<file path="config.mk">
export PLATFORM = sky130hd
export DESIGN_NAME = m_ctrl_fsm_flat
export DESIGN_NICKNAME = d
export VERILOG_FILES = /design/src/rtl/m_ctrl_fsm_pkg.sv /design/src/rtl/m_ctrl_fsm_if.sv /design/src/rtl/m_alu_dec.sv /design/src/rtl/m_ctrl_fsm.sv /design/src/flat_wrapper.sv
export SDC_FILE = /design/constraint.sdc
export NUM_CORES = 1
export LEC_CHECK = 0
export ABC_AREA = 1
export BUFFER_PORTS_ARGS = -buffer_cell sky130_fd_sc_hd__buf_2
export CORE_MARGIN = 2
export CORE_UTILIZATION = 53
export DETAILED_ROUTE_END_ITERATION = 6
export HOLD_SLACK_MARGIN = 0.03
export PLACE_DENSITY = 0.86
export SETUP_SLACK_MARGIN = 0.05
export SYNTH_ARGS = -nofsm -noshare
export SYNTH_HDL_FRONTEND = slang
export SYNTH_SLANG_ARGS = --single-unit
export TNS_END_PERCENT = 20
</file>
<file path="constraint.sdc">
create_clock -name clk -period 3 [get_ports clk]
set_input_delay 0.15 -clock clk [delete_from_list [all_inputs] [get_ports clk]]
set_output_delay 0.15 -clock clk [all_outputs]
set_load 0.01 [all_outputs]
</file>
<file path="src/rtl/m_ctrl_fsm_pkg.sv">
// Shared definitions for the multicycle MIPS controller: state codes, opcode and
// funct values, ALU operation codes, datapath mux selects, the per-state control
// word and the helpers that decode it.
package m_ctrl_fsm_pkg;

  // 5-bit state codes; state_out exposes these for the debug display.
  typedef enum logic [4:0] {
    S_IF  = 5'd0,
    S_ID  = 5'd1,
    S_MA  = 5'd2,
    S_MR  = 5'd3,
    S_LWB = 5'd4,
    S_MW  = 5'd5,
    S_RX  = 5'd6,
    S_RWB = 5'd7,
    S_IX  = 5'd8,
    S_IWB = 5'd9,
    S_BEQ = 5'd10,
    S_BNE = 5'd11,
    S_J   = 5'd12,
    S_JAL = 5'd13,
    S_JR  = 5'd14,
    S_LUI = 5'd15
  } state_t;

  // Primary opcodes (Inst[31:26]).
  localparam logic [5:0] OP_RTYPE = 6'h00;
  localparam logic [5:0] OP_J     = 6'h02;
  localparam logic [5:0] OP_JAL   = 6'h03;
  localparam logic [5:0] OP_BEQ   = 6'h04;
  localparam logic [5:0] OP_BNE   = 6'h05;
  localparam logic [5:0] OP_ADDI  = 6'h08;
  localparam logic [5:0] OP_SLTI  = 6'h0a;
  localparam logic [5:0] OP_ANDI  = 6'h0c;
  localparam logic [5:0] OP_ORI   = 6'h0d;
  localparam logic [5:0] OP_XORI  = 6'h0e;
  localparam logic [5:0] OP_LUI   = 6'h0f;
  localparam logic [5:0] OP_LW    = 6'h23;
  localparam logic [5:0] OP_SW    = 6'h2b;

  // R-type function codes (Inst[5:0]).
  localparam logic [5:0] FN_SLL = 6'h00;
  localparam logic [5:0] FN_SRL = 6'h02;
  localparam logic [5:0] FN_JR  = 6'h08;
  localparam logic [5:0] FN_ADD = 6'h20;
  localparam logic [5:0] FN_SUB = 6'h22;
  localparam logic [5:0] FN_AND = 6'h24;
  localparam logic [5:0] FN_OR  = 6'h25;
  localparam logic [5:0] FN_XOR = 6'h26;
  localparam logic [5:0] FN_NOR = 6'h27;
  localparam logic [5:0] FN_SLT = 6'h2a;

  // ALU operation codes understood by the datapath ALU.
  localparam logic [3:0] ALU_AND = 4'b0000;
  localparam logic [3:0] ALU_OR  = 4'b0001;
  localparam logic [3:0] ALU_ADD = 4'b0010;
  localparam logic [3:0] ALU_XOR = 4'b0011;
  localparam logic [3:0] ALU_NOR = 4'b0100;
  localparam logic [3:0] ALU_SRL = 4'b0101;
  localparam logic [3:0] ALU_SUB = 4'b0110;
  localparam logic [3:0] ALU_SLT = 4'b0111;
  localparam logic [3:0] ALU_SLL = 4'b1000;

  // Datapath mux selects.
  localparam logic [1:0] REGDST_RT     = 2'd0;
  localparam logic [1:0] REGDST_RD     = 2'd1;
  localparam logic [1:0] REGDST_R31    = 2'd2;
  localparam logic [1:0] MEM2REG_ALU   = 2'd0;
  localparam logic [1:0] MEM2REG_MDR   = 2'd1;
  localparam logic [1:0] MEM2REG_LUI   = 2'd2;
  localparam logic [1:0] MEM2REG_PC    = 2'd3;
  localparam logic [1:0] SRCB_RT       = 2'd0;
  localparam logic [1:0] SRCB_FOUR     = 2'd1;
  localparam logic [1:0] SRCB_IMM      = 2'd2;
  localparam logic [1:0] SRCB_IMM_SH2  = 2'd3;
  localparam logic [1:0] PCSRC_ALU     = 2'd0;
  localparam logic [1:0] PCSRC_ALUOUT  = 2'd1;
  localparam logic [1:0] PCSRC_JUMP    = 2'd2;

  // Moore part of the control word; the input-dependent terms are added in the top.
  typedef struct packed {
    logic       mem_read;
    logic       mem_write;
    logic       iord;
    logic       reg_write;
    logic       alu_src_a;
    logic       pc_write;
    logic       pc_write_cond;
    logic       branch;
    logic [1:0] reg_dst;
    logic [1:0] mem_to_reg;
    logic [1:0] alu_src_b;
    logic [1:0] pc_source;
    logic [3:0] alu_op;
  } ctrl_t;

  // Control word asserted while the FSM sits in state s; dec_op is the decoded
  // ALU operation used by the RX/IX execute states.
  function automatic ctrl_t state_ctrl(state_t s, logic [3:0] dec_op);
    ctrl_t c;
    c = '0;
    case (s)
      S_IF: begin
        c.mem_read  = 1'b1;
        c.alu_src_b = SRCB_FOUR;
        c.alu_op    = ALU_ADD;
        c.pc_write  = 1'b1;
      end
      S_ID: begin
        c.alu_src_b = SRCB_IMM_SH2;
        c.alu_op    = ALU_ADD;
      end
      S_MA: begin
        c.alu_src_a = 1'b1;
        c.alu_src_b = SRCB_IMM;
        c.alu_op    = ALU_ADD;
      end
      S_MR: begin
        c.iord     = 1'b1;
        c.mem_read = 1'b1;
      end
      S_LWB: begin
        c.reg_dst    = REGDST_RT;
        c.mem_to_reg = MEM2REG_MDR;
        c.reg_write  = 1'b1;
      end
      S_MW: begin
        c.iord      = 1'b1;
        c.mem_write = 1'b1;
      end
      S_RX: begin
        c.alu_src_a = 1'b1;
        c.alu_src_b = SRCB_RT;
        c.alu_op    = dec_op;
      end
      S_RWB: begin
        c.reg_dst   = REGDST_RD;
        c.reg_write = 1'b1;
      end
      S_IX: begin
        c.alu_src_a = 1'b1;
        c.alu_src_b = SRCB_IMM;
        c.alu_op    = dec_op;
      end
      S_IWB: begin
        c.reg_dst   = REGDST_RT;
        c.reg_write = 1'b1;
      end
      S_BEQ: begin
        c.alu_src_a     = 1'b1;
        c.alu_src_b     = SRCB_RT;
        c.alu_op        = ALU_SUB;
        c.pc_source     = PCSRC_ALUOUT;
        c.pc_write_cond = 1'b1;
        c.branch        = 1'b1;
      end
      S_BNE: begin
        c.alu_src_a = 1'b1;
        c.alu_src_b = SRCB_RT;
        c.alu_op    = ALU_SUB;
        c.pc_source = PCSRC_ALUOUT;
      end
      S_J: begin
        c.pc_source = PCSRC_JUMP;
        c.pc_write  = 1'b1;
      end
      S_JAL: begin
        c.pc_source  = PCSRC_JUMP;
        c.pc_write   = 1'b1;
        c.reg_dst    = REGDST_R31;
        c.mem_to_reg = MEM2REG_PC;
        c.reg_write  = 1'b1;
      end
      S_JR: begin
        c.alu_src_a = 1'b1;
        c.alu_src_b = SRCB_RT;
        c.alu_op    = ALU_ADD;
        c.pc_source = PCSRC_ALU;
        c.pc_write  = 1'b1;
      end
      S_LUI: begin
        c.reg_dst    = REGDST_RT;
        c.mem_to_reg = MEM2REG_LUI;
        c.reg_write  = 1'b1;
      end
      default: c = '0;
    endcase
    return c;
  endfunction

  // Instructions whose signed overflow may suppress the result write.
  function automatic logic is_trap_instr(logic [5:0] opcode, logic [5:0] funct);
    return ((opcode == OP_RTYPE) && ((funct == FN_ADD) || (funct == FN_SUB))) ||
           (opcode == OP_ADDI);
  endfunction

endpackage

</file>
<file path="src/rtl/m_ctrl_fsm_if.sv">
// Controller <-> datapath bus: instruction and ALU flags in, control strobes and
// mux selects out. master = controller side, slave = datapath side.
interface m_ctrl_fsm_if;
  logic [31:0] Inst;
  logic        zero;
  logic        overflow;
  logic        MIO_ready;

  logic        MemRead;
  logic        MemWrite;
  logic        CPU_MIO;
  logic        IorD;
  logic        IRWrite;
  logic        RegWrite;
  logic        ALUSrcA;
  logic        PCWrite;
  logic        PCWriteCond;
  logic        Branch;
  logic [1:0]  RegDst;
  logic [1:0]  MemtoReg;
  logic [1:0]  ALUSrcB;
  logic [1:0]  PCSource;
  logic [3:0]  ALU_operation;
  logic        ovf_trap;
  logic [4:0]  state_out;

  modport master (
    input  Inst, zero, overflow, MIO_ready,
    output MemRead, MemWrite, CPU_MIO, IorD, IRWrite, RegWrite, ALUSrcA,
           PCWrite, PCWriteCond, Branch, RegDst, MemtoReg, ALUSrcB, PCSource,
           ALU_operation, ovf_trap, state_out
  );

  modport slave (
    output Inst, zero, overflow, MIO_ready,
    input  MemRead, MemWrite, CPU_MIO, IorD, IRWrite, RegWrite, ALUSrcA,
           PCWrite, PCWriteCond, Branch, RegDst, MemtoReg, ALUSrcB, PCSource,
           ALU_operation, ovf_trap, state_out
  );
endinterface

</file>
<file path="src/rtl/m_alu_dec.sv">
// ALU operation decoder: maps {opcode, funct} of an R-type or ALU-immediate
// instruction to the ALU operation code; valid_o is low for anything else.
module m_alu_dec
  import m_ctrl_fsm_pkg::*;
(
  input  logic [5:0] opcode_i,
  input  logic [5:0] funct_i,
  output logic [3:0] alu_op_o,
  output logic       valid_o
);

  // Pure lookup; R-type selects on funct, immediates on the opcode.
  always_comb begin
    // NOTE: defaults first so every path assigns both outputs (no latches).
    alu_op_o = ALU_AND;
    valid_o  = 1'b1;
    if (opcode_i == OP_RTYPE) begin
      case (funct_i)
        FN_ADD:  alu_op_o = ALU_ADD;
        FN_SUB:  alu_op_o = ALU_SUB;
        FN_AND:  alu_op_o = ALU_AND;
        FN_OR:   alu_op_o = ALU_OR;
        FN_XOR:  alu_op_o = ALU_XOR;
        FN_NOR:  alu_op_o = ALU_NOR;
        FN_SLT:  alu_op_o = ALU_SLT;
        FN_SRL:  alu_op_o = ALU_SRL;
        FN_SLL:  alu_op_o = ALU_SLL;
        default: valid_o  = 1'b0;
      endcase
    end else begin
      case (opcode_i)
        OP_ADDI: alu_op_o = ALU_ADD;
        OP_ANDI: alu_op_o = ALU_AND;
        OP_ORI:  alu_op_o = ALU_OR;
        OP_XORI: alu_op_o = ALU_XOR;
        OP_SLTI: alu_op_o = ALU_SLT;
        default: valid_o  = 1'b0;
      endcase
    end
  end

endmodule

</file>
<file path="src/rtl/m_ctrl_fsm.sv">
// Multicycle MIPS controller driving M_datapath. Moore FSM whose control word is
// registered alongside the state (decoded from the next state); the only
// input-dependent outputs are IRWrite (gated by MIO_ready in IF) and PCWrite in
// BNE (taken when zero is low). All outputs read 0 while reset_n is low.
// Optional feature: define M_CTRL_OVF_TRAP_EN to suppress the register write of
// an overflowing add/sub/addi and pulse ovf_trap for that write-back cycle.
module m_ctrl_fsm
  import m_ctrl_fsm_pkg::*;
(
  input  logic          clk,
  input  logic          reset_n,
  m_ctrl_fsm_if.master  bus
);

  logic [5:0] opcode;
  logic [5:0] funct;
  logic [3:0] dec_op;
  logic       dec_valid;
  logic       trap;

  state_t state_q, state_d;
  ctrl_t  ctrl_q, ctrl_d;

  assign opcode = bus.Inst[31:26];
  assign funct  = bus.Inst[5:0];

  m_alu_dec u_alu_dec (
    .opcode_i (opcode),
    .funct_i  (funct),
    .alu_op_o (dec_op),
    .valid_o  (dec_valid)
  );

  // Next-state logic: dispatch in ID, stall only in IF/MR/MW.
  always_comb begin
    state_d = state_q;
    case (state_q)
      S_IF: if (bus.MIO_ready) state_d = S_ID;
      S_ID: begin
        case (opcode)
          OP_LW, OP_SW: state_d = S_MA;
          OP_RTYPE:     state_d = (funct == FN_JR) ? S_JR : S_RX;
          OP_BEQ:       state_d = S_BEQ;
          OP_BNE:       state_d = S_BNE;
          OP_J:         state_d = S_J;
          OP_JAL:       state_d = S_JAL;
          OP_LUI:       state_d = S_LUI;
          OP_ADDI, OP_ANDI, OP_ORI, OP_XORI, OP_SLTI: state_d = S_IX;
          default:      state_d = S_IF;
        endcase
      end
      S_MA:    state_d = (opcode == OP_LW) ? S_MR : S_MW;
      S_MR:    if (bus.MIO_ready) state_d = S_LWB;
      S_MW:    if (bus.MIO_ready) state_d = S_IF;
      S_RX:    state_d = dec_valid ? S_RWB : S_IF;
      S_IX:    state_d = S_IWB;
      default: state_d = S_IF;
    endcase
  end

  // The control word is decoded for the state being entered so it lines up
  // with state_q; Inst is already stable in ID, so RX/IX get the right ALU op.
  assign ctrl_d = state_ctrl(state_d, dec_op);

`ifdef M_CTRL_OVF_TRAP_EN
  logic ovf_q;

  // State, registered control word and the overflow flag captured at execute.
  always_ff @(posedge clk or negedge reset_n) begin
    if (!reset_n) begin
      state_q <= S_IF;
      ctrl_q  <= state_ctrl(S_IF, ALU_ADD);
      ovf_q   <= 1'b0;
    end else begin
      // NOTE: non-blocking so every register samples pre-edge values.
      state_q <= state_d;
      ctrl_q  <= ctrl_d;
      if ((state_q == S_RX) || (state_q == S_IX)) ovf_q <= bus.overflow;
    end
  end

  assign trap = ovf_q && ((state_q == S_RWB) || (state_q == S_IWB)) &&
                is_trap_instr(opcode, funct);
`else
  // State and registered control word.
  always_ff @(posedge clk or negedge reset_n) begin
    if (!reset_n) begin
      state_q <= S_IF;
      ctrl_q  <= state_ctrl(S_IF, ALU_ADD);
    end else begin
      state_q <= state_d;
      ctrl_q  <= ctrl_d;
    end
  end

  assign trap = 1'b0;
`endif

  // Outputs are forced low while reset is held, so an interrupted access or a
  // pending write-back is never issued; the register keeps the IF word ready.
  assign bus.MemRead       = reset_n & ctrl_q.mem_read;
  assign bus.MemWrite      = reset_n & ctrl_q.mem_write;
  assign bus.CPU_MIO       = bus.MemRead | bus.MemWrite;
  assign bus.IorD          = reset_n & ctrl_q.iord;
  assign bus.IRWrite       = reset_n & (state_q == S_IF) & bus.MIO_ready;
  assign bus.RegWrite      = reset_n & ctrl_q.reg_write & ~trap;
  assign bus.ALUSrcA       = reset_n & ctrl_q.alu_src_a;
  assign bus.PCWrite       = reset_n & (ctrl_q.pc_write | ((state_q == S_BNE) & ~bus.zero));
  assign bus.PCWriteCond   = reset_n & ctrl_q.pc_write_cond;
  assign bus.Branch        = reset_n & ctrl_q.branch;
  assign bus.RegDst        = {2{reset_n}} & ctrl_q.reg_dst;
  assign bus.MemtoReg      = {2{reset_n}} & ctrl_q.mem_to_reg;
  assign bus.ALUSrcB       = {2{reset_n}} & ctrl_q.alu_src_b;
  assign bus.PCSource      = {2{reset_n}} & ctrl_q.pc_source;
  assign bus.ALU_operation = {4{reset_n}} & ctrl_q.alu_op;
  assign bus.ovf_trap      = reset_n & trap;
  assign bus.state_out     = state_q;

endmodule

</file>
<file path="src/flat_wrapper.sv">
// flat-port wrapper written by rule: the top's interface ports become plain ports
module m_ctrl_fsm_flat import m_ctrl_fsm_pkg::*;
  (clk, reset_n, bus_Inst, bus_zero, bus_overflow, bus_MIO_ready, bus_MemRead, bus_MemWrite, bus_CPU_MIO, bus_IorD, bus_IRWrite, bus_RegWrite, bus_ALUSrcA, bus_PCWrite, bus_PCWriteCond, bus_Branch, bus_RegDst, bus_MemtoReg, bus_ALUSrcB, bus_PCSource, bus_ALU_operation, bus_ovf_trap, bus_state_out);
  m_ctrl_fsm_if bus_i ();
  input  logic clk;
  input  logic reset_n;
  input wire logic [$bits(bus_i.Inst)-1:0] bus_Inst;
  input wire logic [$bits(bus_i.zero)-1:0] bus_zero;
  input wire logic [$bits(bus_i.overflow)-1:0] bus_overflow;
  input wire logic [$bits(bus_i.MIO_ready)-1:0] bus_MIO_ready;
  output wire logic [$bits(bus_i.MemRead)-1:0] bus_MemRead;
  output wire logic [$bits(bus_i.MemWrite)-1:0] bus_MemWrite;
  output wire logic [$bits(bus_i.CPU_MIO)-1:0] bus_CPU_MIO;
  output wire logic [$bits(bus_i.IorD)-1:0] bus_IorD;
  output wire logic [$bits(bus_i.IRWrite)-1:0] bus_IRWrite;
  output wire logic [$bits(bus_i.RegWrite)-1:0] bus_RegWrite;
  output wire logic [$bits(bus_i.ALUSrcA)-1:0] bus_ALUSrcA;
  output wire logic [$bits(bus_i.PCWrite)-1:0] bus_PCWrite;
  output wire logic [$bits(bus_i.PCWriteCond)-1:0] bus_PCWriteCond;
  output wire logic [$bits(bus_i.Branch)-1:0] bus_Branch;
  output wire logic [$bits(bus_i.RegDst)-1:0] bus_RegDst;
  output wire logic [$bits(bus_i.MemtoReg)-1:0] bus_MemtoReg;
  output wire logic [$bits(bus_i.ALUSrcB)-1:0] bus_ALUSrcB;
  output wire logic [$bits(bus_i.PCSource)-1:0] bus_PCSource;
  output wire logic [$bits(bus_i.ALU_operation)-1:0] bus_ALU_operation;
  output wire logic [$bits(bus_i.ovf_trap)-1:0] bus_ovf_trap;
  output wire logic [$bits(bus_i.state_out)-1:0] bus_state_out;
  assign bus_i.Inst = bus_Inst;
  assign bus_i.zero = bus_zero;
  assign bus_i.overflow = bus_overflow;
  assign bus_i.MIO_ready = bus_MIO_ready;
  assign bus_MemRead = bus_i.MemRead;
  assign bus_MemWrite = bus_i.MemWrite;
  assign bus_CPU_MIO = bus_i.CPU_MIO;
  assign bus_IorD = bus_i.IorD;
  assign bus_IRWrite = bus_i.IRWrite;
  assign bus_RegWrite = bus_i.RegWrite;
  assign bus_ALUSrcA = bus_i.ALUSrcA;
  assign bus_PCWrite = bus_i.PCWrite;
  assign bus_PCWriteCond = bus_i.PCWriteCond;
  assign bus_Branch = bus_i.Branch;
  assign bus_RegDst = bus_i.RegDst;
  assign bus_MemtoReg = bus_i.MemtoReg;
  assign bus_ALUSrcB = bus_i.ALUSrcB;
  assign bus_PCSource = bus_i.PCSource;
  assign bus_ALU_operation = bus_i.ALU_operation;
  assign bus_ovf_trap = bus_i.ovf_trap;
  assign bus_state_out = bus_i.state_out;
  m_ctrl_fsm u_core (.clk(clk), .reset_n(reset_n), .bus(bus_i));
endmodule
</file>
### Word level (Yosys, flattened, before mapping)

Index checks and enable logic that the tools add are counted.

* reduce and logical (&&, ||, !) cells: 17
* eq/ne operators: 43
* mux-type cells: 26
* bitwise operators: 19

Operators by type and width (count)
* equality test 6 bit (second input constant): 9
* equality test 5 x 4 -> 1 bit (second input constant): 10
* equality test 6 x 4 -> 1 bit (second input constant): 7
* one-hot mux 5 bit (8 select lines): 1
* one-hot mux 5 bit (7 select lines): 1
* one-hot mux 4 bit (8 select lines): 1
* equality test 5 x 3 -> 1 bit (second input constant): 6
* equality test 5 x 2 -> 1 bit (second input constant): 4
* equality test 6 x 2 -> 1 bit (second input constant): 3
* two-way mux 5 bit: 3
* OR reduction 2 bit: 7
* equality test 6 x 3 -> 1 bit (second input constant): 2
* logical NOT 6 bit: 2
* one-hot mux 2 bit (3 select lines): 2
* one-hot mux 3 bit (4 select lines): 1
* one-hot mux 4 bit (3 select lines): 1
* AND 1 bit: 11
* equality test 5 x 1 -> 1 bit (second input constant): 2
* logical NOT 5 bit: 2
* OR reduction 5 bit: 2
* two-way mux 1 bit: 9
* OR reduction 9 bit: 1
* AND 2 bit: 4
* two-way mux 4 bit: 2
* 8 further kinds: 12

* flip-flop bits (word level): 25

### Logic depth before layout (Yosys ltp)

* depth in word-level cells: 9
* gate-level depth with buffers: 14

### Cells and area by module

From an unflattened synthesis, not the netlist that was laid out.

* cells, all modules: 269
* area total of the unflattened synthesis: 1790.5 um2

By module, submodules not included
* m_ctrl_fsm: instances 1, area each 1547.7 um2, cells an instance 215
* m_alu_dec: instances 1, area each 242.7 um2, cells an instance 54

### Worst setup path before layout

No wires, ideal clock.

* path type: register to register
* start point: register u_core.state_q[4] (netlist: u_core.bus.state_out[4])
* end point: register u_core.ctrl_q[14] (netlist name)
* clock period less this slack: 1.664 ns
* cell stages (with the launch flop): 13
* library setup time: 0.082 ns
* buffers on the path: 0
* data arrival time: 1.582 ns
* path slack: 1.336 ns
* cells stage by stage: dfrtp_1 -> nor2_1 -> nand2_1 -> inv_1 -> nand2_1 -> nor3_1 -> nor2_1 -> nand2_2 -> nor2_4 -> nor2_4 -> nand2_1 -> nand2_1 -> or2_1

RTL lines
* start: declaration: line m_ctrl_fsm.sv:21 `state_t state_q, state_d;`
* start signal: assignment: line m_ctrl_fsm.sv:91 `state_q <= state_d;`
* end signal: assignment: line m_ctrl_fsm.sv:89 `ctrl_q <= state_ctrl(S_IF, ALU_ADD);`
* end signal: assignment: line m_ctrl_fsm.sv:92 `ctrl_q <= ctrl_d;`
* end: declaration: line m_ctrl_fsm.sv:22 `ctrl_t ctrl_q, ctrl_d;`

==> impl_metrics.env <==
export IMPL_fin_ws_ns=1.01
export IMPL_fin_tns_setup_ns=0
export IMPL_place_gp_congestion=0.852
export IMPL_diodes=0
export IMPL_cts_max_level=1
export IMPL_cts_max_path_buffers=2
export IMPL_critPathLaunchType="flip-flop"
export IMPL_worstSetupEndpointType="flip-flop"
export IMPL_start_util_pct=55.5
export IMPL_wl_um=3390
export IMPL_gr_usage_all_layers_pct=20.5
export IMPL_arrival_ns=2.26
export IMPL_post_dp_hpwl_um=2700
export IMPL_power_density_nw_per_um2=343
export IMPL_wl_per_cell_um=10.2
export IMPL_drv_slew=0
export IMPL_max_freq_mhz=503
export IMPL_cts_resized=0
export IMPL_synth_cells=243
export IMPL_p_leak_uw=0.00128
export IMPL_r2r_start="u_core.bus.state_out[2]"
export IMPL_die_w_um=60.5
export IMPL_timing_rr_end="u_core.ctrl_q[1]"
export IMPL_critPathSlowestCell="dfrtp_1"
export IMPL_wl_met3_um=138
export IMPL_vias=1591
export IMPL_synth_edf_count=0
export IMPL_holdCritPathClass="input pin to flip-flop"
export IMPL_setup_viol=0
export IMPL_ys_seq_area_share_pct=35.8
export IMPL_hold_viol=0
export IMPL_cts_root_buf="clkbuf_4"
export IMPL_drtIter0Drc=59
export IMPL_crit_chain="nor2_1 -> nand2_1 -> inv_1 -> nand3_1 -> nand3_1 -> nor2_1 -> nand3_4 -> nor2_4 -> nand3_2 -> nand2_2 -> nand2_1 -> nand2_1"
export IMPL_max_slew_margin_rel_pct=49.9
export IMPL_vdd_drop_max_mv=0.186
export IMPL_ys_flop_type="dfrtp_1"
export IMPL_fin_crit_sh_pct=66.2
export IMPL_post_cts_buffers=0
export IMPL_synthTopCellsByCount="57 x nand2_1, 45 x inv_1, 34 x nor2_1, 24 x nand3_1, 20 x dfrtp_1"
export IMPL_synth_area_leaders="dfrtp_1 30%, nand2_1 13%, inv_1 10%"
export IMPL_antenna_found_initial=0
export IMPL_netlist_area_leader_share_pct=29.6
export IMPL_detail_route_antenna_nets=0
export IMPL_yosysMostFrequentCell="nand2_1"
export IMPL_cts_hold_buffers=1
export IMPL_status="finished clean"
export IMPL_core_um2=3050
export IMPL_cts_tree="built"
export IMPL_yosysTopAreaCell="dfrtp_1"
export IMPL_reg2reg_depth=12
export IMPL_met2_length_um=1710
export IMPL_hold_depth=4
export IMPL_endpoint="u_core.ctrl_q[1]"
export IMPL_nets=325
export IMPL_yosysWarnings=0
export IMPL_crit_path_frequent_cell="nand2_1"
export IMPL_rsz0062_at_grt="false"
export IMPL_crit_start="u_core.bus.state_out[2]"
export IMPL_max_stage_delay_ns=0.41
export IMPL_clock_sinks=24
export IMPL_clk_latency_ns=0.32
export IMPL_reg2reg_slack_ns=1.01
export IMPL_ys_ff_latch=24
export IMPL_drc_errors=0
export IMPL_portBuffers=42
export IMPL_routed_via_density=4.81
export IMPL_gr_total_overflow=0
export IMPL_row_count=20
export IMPL_die_area_um2=3660
export IMPL_grt_pass1_wl_um=5610
export IMPL_first_pass_iters=5
export IMPL_whs_ns=0.215
export IMPL_syn_area_per_cell_um2=6.97
export IMPL_top_layer="met4"
export IMPL_skew_ns=0.00308
export IMPL_crit_fanout=6
export IMPL_drv_cap=0
export IMPL_grt_max_degree=44
export IMPL_die_h_um=60.5
export IMPL_io_pins=65
export IMPL_required_ns=3.27
export IMPL_syn_to_final_growth_pct=18.3
export IMPL_drive_gt1_share_pct=29.6
export IMPL_syn_area_um2=1690
export IMPL_synthArstFlopShare_pct=100
export IMPL_pre_cts_slack_ns=1.03
export IMPL_m1WireLength_um=1480
export IMPL_period_minus_slack_ns=1.99
export IMPL_grt_pass1_vias=1329
export IMPL_worstMarginPinSlew_ns=0.751
export IMPL_critPathKind="flip-flop to flip-flop"
export IMPL_cts_buffers=3
export IMPL_synth_cell_types=29
export IMPL_clk_pin_slew_ns=0.13
-- worst max-delay path: cells and delay by family, from the launching register on --
kind | cells | cell delay, ns
AND/OR/NAND/NOR | 11 | 1.45
flip-flops | 1 | 0.41
buffers and inverters | 1 | 0.07
-- report_power, final --
| group | internal (uW) | leakage [uW] | switching, uW |
|---|---|---|---|
| clock network | 135 | 0.0000279 | 95.7 |
| logic | 36.8 | 0.000931 | 74.8 |
| registers | 337 | 0.000317 | 5.88 |
| total | 509 | 0.00128 | 176 |
-- placed cells by master (no fill, tap or decap), drive strengths merged, types with 3 or more instances in the layout --
cell type / n
nand2: 66
clkbuf: 3
buf: 42
inv: 48
a31oi: 4
o21ai: 3
nor2: 48
nand3: 31
dfstp: 4
dfrtp: 20
nor3: 3
-- per-layer routing --
layer | global-route usage [%] | vias to the layer above
met5 | 0 | -
met4 | 9.63 | 0
li1 | - | 835
met2 | 36.2 | 50
met3 | 2.56 | 7
met1 | 25.0 | 699
-- layout make-up --
type | count | area [um2]
Clock buffer | 3 | 22.5
Clock inverter | 1 | 30.0
Fill cell | 275 | 1050
Inverter | 48 | 180
Multi-Input combinational cell | 168 | 888
Sequential cell | 24 | 606
Tap cell | 44 | 55.1
Timing Repair Buffer | 43 | 220
-- through the flow --
| step | instances | util, % | total power (uW) | area [um2] |
|---|---|---|---|---|
| floorplan | 244 | - | 416 | 1700 |
| detailed placement | 326 | 63.5 | 460 | 1940 |
| global placement | 326 | 63.5 | 455 | 1940 |
| global route | 331 | 65.6 | 723 | 2000 |
| finish | 331 | 65.6 | 686 | 2000 |
| CTS | 331 | 65.6 | 688 | 2000 |
-- worst min path at each step --
stage                  from                       to  slack (ns)
2_1_floorplan       reset_n  u_core.bus.state_out[0]       -0.15
6_report       bus_Inst[26]         u_core.ctrl_q[1]        0.22
3_3_place_gp        reset_n         u_core.ctrl_q[4]        0.24
5_1_grt        bus_Inst[26]         u_core.ctrl_q[1]        0.21
4_1_cts        bus_Inst[26]         u_core.ctrl_q[1]        0.20
3_5_place_dp        reset_n         u_core.ctrl_q[4]        0.25
-- cells by family after synthesis --
family,Yosys count,synth area share (%)
flip-flops,24,35.8
AO/OA/AOI/OAI,12,4.43
buffers and inverters,52,12.0
AND/OR/NAND/NOR,154,47.6
other,1,0.222
-- flip-flops by register name, summed over array words and instances (netlist names) --
signal,flops
u_core.ctrl_q,19
u_core.bus.state_out,5
(Power assumes the default switching activity.)
